### src/rtl/pc_ctrl.sv
// pc_ctrl -- program counter sequencer with IDLE / RUN / HALTED control.
//
// Ports
//   clk         rising-edge clock for all state
//   reset       asynchronous, active-high; forces IDLE and zeroes every output
//   start       begin execution at address 0 (sampled in IDLE or HALTED)
//   halt_req    decoded halt instruction; enter HALTED
//   stall       hold PC and counters for this cycle
//   branch_en   current instruction is a conditional branch
//   one         ALU compare flag; 1 means the branch is taken
//   target_idx  branch operand: table index or 5-bit signed offset
//   prog_ctr    current instruction address (PC_W bits)
//   running     registered, high while in RUN
//   done        registered, high while in HALTED
//   taken_cnt   taken-branch count, saturating at 255
//   instr_cnt   retired-instruction count, saturating at 65535
//
// Build option
//   BR_LUT_EN   when defined, target_idx selects a signed offset from a
//               constant LUT_DEPTH-entry table; otherwise target_idx itself
//               is the offset, sign-extended to PC_W.
module pc_ctrl #(
  parameter int PC_W      = 10,
  parameter int LUT_DEPTH = 32
) (
  input  logic            clk,
  input  logic            reset,
  input  logic            start,
  input  logic            halt_req,
  input  logic            stall,
  input  logic            branch_en,
  input  logic            one,
  input  logic [4:0]      target_idx,
  output logic [PC_W-1:0] prog_ctr,
  output logic            running,
  output logic            done,
  output logic [7:0]      taken_cnt,
  output logic [15:0]     instr_cnt
);

  typedef enum logic [1:0] {
    IDLE   = 2'd0,
    RUN    = 2'd1,
    HALTED = 2'd2
  } state_t;

  state_t state, state_nxt;

  logic [PC_W-1:0]        pc_nxt;
  logic [7:0]             taken_nxt;
  logic [15:0]            instr_nxt;
  logic signed [PC_W-1:0] br_off;

  // Reject configurations the offset path cannot represent.
  if (PC_W < 5 || LUT_DEPTH < 1) begin : g_bad_cfg
    $error("pc_ctrl: PC_W must be >= 5 and LUT_DEPTH >= 1");
  end

  function automatic logic [7:0] sat_inc8(input logic [7:0] v);
    return (v == 8'hFF) ? v : v + 8'd1;
  endfunction

  function automatic logic [15:0] sat_inc16(input logic [15:0] v);
    return (v == 16'hFFFF) ? v : v + 16'd1;
  endfunction

`ifdef BR_LUT_EN
  // Constant offset table: lower half forward offsets, upper half backward.
  function automatic logic signed [PC_W-1:0] lut_init(input int i);
    return (i < LUT_DEPTH / 2) ? PC_W'(i) : PC_W'(i - LUT_DEPTH);
  endfunction

  logic signed [PC_W-1:0] br_lut [LUT_DEPTH];

  for (genvar gi = 0; gi < LUT_DEPTH; gi++) begin : g_lut
    assign br_lut[gi] = lut_init(gi);
  end

  // Indices past the end of a short table read as a zero offset.
  always_comb begin
    br_off = '0;
    for (int i = 0; i < LUT_DEPTH; i++) begin
      if (int'(target_idx) == i) br_off = br_lut[i];
    end
  end
`else
  assign br_off = {{(PC_W-5){target_idx[4]}}, target_idx};
`endif

  always_comb begin
    state_nxt = state;
    pc_nxt    = prog_ctr;
    taken_nxt = taken_cnt;
    instr_nxt = instr_cnt;
    case (state)
      IDLE, HALTED: begin
        if (start) begin
          state_nxt = RUN;
          pc_nxt    = '0;
          taken_nxt = '0;
          instr_nxt = '0;
        end
      end
      RUN: begin
        if (halt_req) begin
          state_nxt = HALTED;
          instr_nxt = sat_inc16(instr_cnt);
        end else if (stall) begin
          // everything holds
        end else if (branch_en && one) begin
          // An X/Z flag fails this test and falls through to increment.
          pc_nxt    = prog_ctr + $unsigned(br_off);
          taken_nxt = sat_inc8(taken_cnt);
          instr_nxt = sat_inc16(instr_cnt);
        end else begin
          pc_nxt    = prog_ctr + PC_W'(1);
          instr_nxt = sat_inc16(instr_cnt);
        end
      end
      default: state_nxt = IDLE;
    endcase
  end

  // running/done come from the next state so they are flops, not decodes.
  always_ff @(posedge clk or posedge reset) begin
    if (reset) begin
      state     <= IDLE;
      prog_ctr  <= '0;
      taken_cnt <= '0;
      instr_cnt <= '0;
      running   <= 1'b0;
      done      <= 1'b0;
    end else begin
      state     <= state_nxt;
      prog_ctr  <= pc_nxt;
      taken_cnt <= taken_nxt;
      instr_cnt <= instr_nxt;
      running   <= (state_nxt == RUN);
      done      <= (state_nxt == HALTED);
    end
  end

endmodule

### config.mk
export PLATFORM = sky130hd
export DESIGN_NAME = pc_ctrl
export DESIGN_NICKNAME = d
export VERILOG_FILES = /design/src/rtl/pc_ctrl.sv
export SDC_FILE = /design/constraint.sdc
export NUM_CORES = 1
export LEC_CHECK = 0
export ABC_AREA = 1
export CAP_MARGIN = 40
export CORE_UTILIZATION = 45
export CTS_BUF_LIST = sky130_fd_sc_hd__clkbuf_2 sky130_fd_sc_hd__clkbuf_4 sky130_fd_sc_hd__clkbuf_8
export DETAILED_ROUTE_END_ITERATION = 8
export GPL_ROUTABILITY_DRIVEN = 0
export HOLD_SLACK_MARGIN = 0.05
export PLACE_DENSITY = 0.74
export SLEW_MARGIN = 20
export SYNTH_ARGS = -nofsm -noshare
export SYNTH_HDL_FRONTEND = slang
export SYNTH_SLANG_ARGS = --single-unit
### constraint.sdc
create_clock -name clk -period 1.6 [get_ports clk]
set_input_delay 0.32 -clock clk [delete_from_list [all_inputs] [get_ports clk]]
set_output_delay 0.32 -clock clk [all_outputs]
set_load 0.1 [all_outputs]
==> summary.md <==
| Metric | Value |
|---|---|
| Die width | approximately 76 µm |
| Worst hold margin | 0.372 ns |
| Part of the power in combinational logic | 0.690 |
| Worst clock skew | approximately 0.011 ns |
| First-pass GRT wire length | 12.4 mm |
| # DRC | 0 |
| CTS tree | built |
| Number of detailed-route iterations in the first pass | 5 |
| CP max stage delay | 0.49 ns |
| Setup TNS | -2.83 ns |
| WL per Instance | 18.6 µm |
| Flop pwr share | 0.196 |
| Synthesized cell area | 0.00244 mm² |
| DR iter-0 viols | about 340 |
| Pwr/cell area | 1700 mW/mm² |
| Worst-skew pair later-pin latency | 0.30 ns |
| Post-Synth Adder-Cell Area | 0.0441 |
| Clock sinks | 38 |
| Number of synthesized flops with an enable pin | 0 |
| Crit Path Max Fanout | 3 |
| Net Sw Frac | 0.512 |
| Finished Layout Cells | 528 |
| Vias in the first global route | approximately 2800 |
| Max cap viols | 0 |
| Dpl hpwl | around 5.4 mm |
| Clock group share of total power | 0.114 |
| Hold Fails Final Rpt | 0 |
| Violated checks | setup timing |
| Antenna cells | 0 |
| Commonest cells after routing, fill and taps aside | nand2_1 (67), buf_4 (67), inv_1 (38) |
| Avg Synthesized Cell Area | 7.39 µm² |
| Remaining Overflow, GRT | 0 |
| Area delta synth->final | 85.9% |
| CP required | 1.83 ns |
| Hold Crit Class | primary input to async pin |
| Setup WS post-layout | -0.182 ns |
| Relative slew slack | 0.709 |
| FILL cells | 246 |
| Seq/Total Area, Yosys | 0.390 |
| Post-synth top flop | dfrtp_1 |
| Setup crit end kind | flop |
| Post-Syn Instances | 330 |
| Synth cell types | 32 |
| RSZ-0062 raised after global routing | true |
| Arrival time at the worst endpoint | 2.02 ns |
| Ports | 48 |
| Fin area | 0.00453 mm² |
| Slowest stage cell, crit path | dfrtp_4 |
| Die height | 75.6 µm |
| CP cell instances | buf_6 > ha_4 > nand3_2 > nand3_2 > nand2_2 > nand3_2 > nand2_2 > a21oi_1 > o21ai_2 > o21ai_1 |
| Final setup viols | 30 |
| Switch Pwr | slightly below 4000 µW |
| Row count | 26 |
| PortBufs | 47 |
| Final period util | 1.11 |
| Placed cell count | about 500 |
| Drt total wl | 9.82 mm |
| Synthesis Warnings | 0 |
| Synth Area in XOR/XNOR | 0.0503 |
| Dpl ws | -0.824 ns |
| Synth Area in Compound Gates | 0.125 |
| Final antenna-violating net count | 0 |
| Synth Area in Simple Gates | 0.311 |
| Worst VDD drop | ~1300 µV |
| Post-synth ARST share | 1.00 |
| CTS buffer count | 5 |
| Max-slew violation count | 0 |
| Nets@finish | 477 |
| Routed vias | between 3000 and 4000 |
| Multi-input logic area | 0.00169 mm² |
| Largest net degree at the start of global routing | 39 |
| Seq cells post-synth | 38 |
| Gr usage total | 0.294 |
| Status | complete, but fails checks |
| Crit start category | flop |
| Main combinational cell family by area after synthesis | simple AND/OR/NAND/NOR gates |
| Starting Density | 0.471 |
| Leakage | 0.00198 µW |
| Die area | roughly 0.0057 mm² |
| Worst Max-Slew Pin Slew | 0.433 ns |
| Mux contribution to synthesized area | 0 |
| H-tree depth | 2 |
| Maximum clock insertion buffer count | 2 |
| Core area | 0.00517 mm² |
| Minimum clock period | 1.78 ns |
| Layout cells sized above 1 | 0.526 |
| Max frequency | roughly 560 MHz |
| Initial antenna violation count | 0 |
| Most used cell along the critical path | nand3_2 |
| Synthesized Nets | 350 |
| Drt via density | between 5 and 6 |
| Post-Place Cell Area | 0.00397 mm² |
| Root Buffer Master | clkbuf_8 |
| Clk pin slew, worst setup/hold paths | ~0.080 ns |
| Critical path type | flop to flop |
| Sequential Area | 0.00101 mm² |
| Total internal power | between 3000 and 4000 µW |
| # hold bufs at CTS | 0 |
-- cell usage after synthesis, types with 2 or more instances --
master   instances  share of area
nand3_1         25          0.051
nor3_1           8          0.016
inv_1           42          0.065
o21ai_2          2         0.0072
o21ai_0         13          0.027
a31o_2           2         0.0072
nor2_4           2         0.0092
inv_2            5         0.0077
ha_1             7          0.036
o31ai_1          9          0.028
o22ai_1          3         0.0077
buf_2            2         0.0041
a21oi_1         12          0.025
o21ai_1          7          0.014
nor2_2           3         0.0077
nor2_1          28          0.043
xnor2_1          2         0.0072
nand4_1         15          0.038
xor2_1          12          0.043
nand2_1         82           0.13
dfrtp_1         38           0.39
-- stage by stage --
step	utilization	total power [µW]
after global routing	0.877	7940
final	0.877	7690
after CTS	0.825	7040
after global placement	0.767	5860
after floorplan	-	4120
after detailed placement	0.767	5950
-- per-layer routing --
metal / up-vias / GRT usage / wire [µm] / part of all wire
li1: 1350 / - / - / -
met1: 1434 / 0.339 / 3640 / 0.37
met2: 215 / 0.550 / 5070 / 0.52
met3: 51 / 0.0489 / 693 / 0.071
met4: 0 / 0.0988 / 422 / 0.043
met5: - / 0 / 0 / 0
-- final cells by class --
class                      count  area share
multi-input combinational    241       0.372
timing repair buffer         124       0.319
sequential                    38       0.223
inverter                      47      0.0417
tap                           70      0.0193
clock buffer                   7      0.0185
clock inverter                 1     0.00662
-- state kept, by name, indices dropped and copies added, names as in the netlist --
name / count
prog_ctr: 10
taken_cnt: 8
running: 1
done: 1
instr_cnt: 16
state: 2
-- power groups by stage --
stage	logic [µW]	clock network, µW	registers (µW)
finish	5300	877	1510
global route	5500	908	1530
CTS	4690	858	1500
detailed placement	4430	0	1510
global placement	4350	0	1510
floorplan	1280	0	2840
-- worst paths after layout --
check / start / slack (ns) / end / depth (start not counted)
setup / recovery: prog_ctr[1] / -0.18 / prog_ctr[5] / 10
hold / removal: reset / 0.37 / prog_ctr[8] / 3
setup reg to reg: prog_ctr[1] / -0.18 / prog_ctr[5] / 10
hold reg to reg: prog_ctr[7] / 0.57 / prog_ctr[7] / 2
max in group asynchronous: reset / 0.99 / instr_cnt[2] / 3
min in group clk: prog_ctr[7] / 0.57 / prog_ctr[7] / 2
-- cells by family (layout without fill, tap and decap cells) --
family,after synthesis,count (layout)
flops,38,38
xor+xnor,14,14
compound gates,51,51
buf+inv,51,179
fa+ha+maj,8,8
simple gates,168,168
-- critical path, delay by kind of cell, from the launching register on --
family / cells / cell delay [ns]
adder cells (fa/ha/maj): 1 / 0.26
flip-flops: 1 / 0.49
buffers and inverters: 1 / 0.13
AO/OA/AOI/OAI: 3 / 0.46
AND/OR/NAND/NOR: 5 / 0.39
-- timing repair --
item / CTS / global route
setup buffers: 8 / 11
setup endpoints to repair: 28 / 33
resized for setup: 48 / 59
pin swaps: 24 / 34
Power figures use the tool's default switching activity.
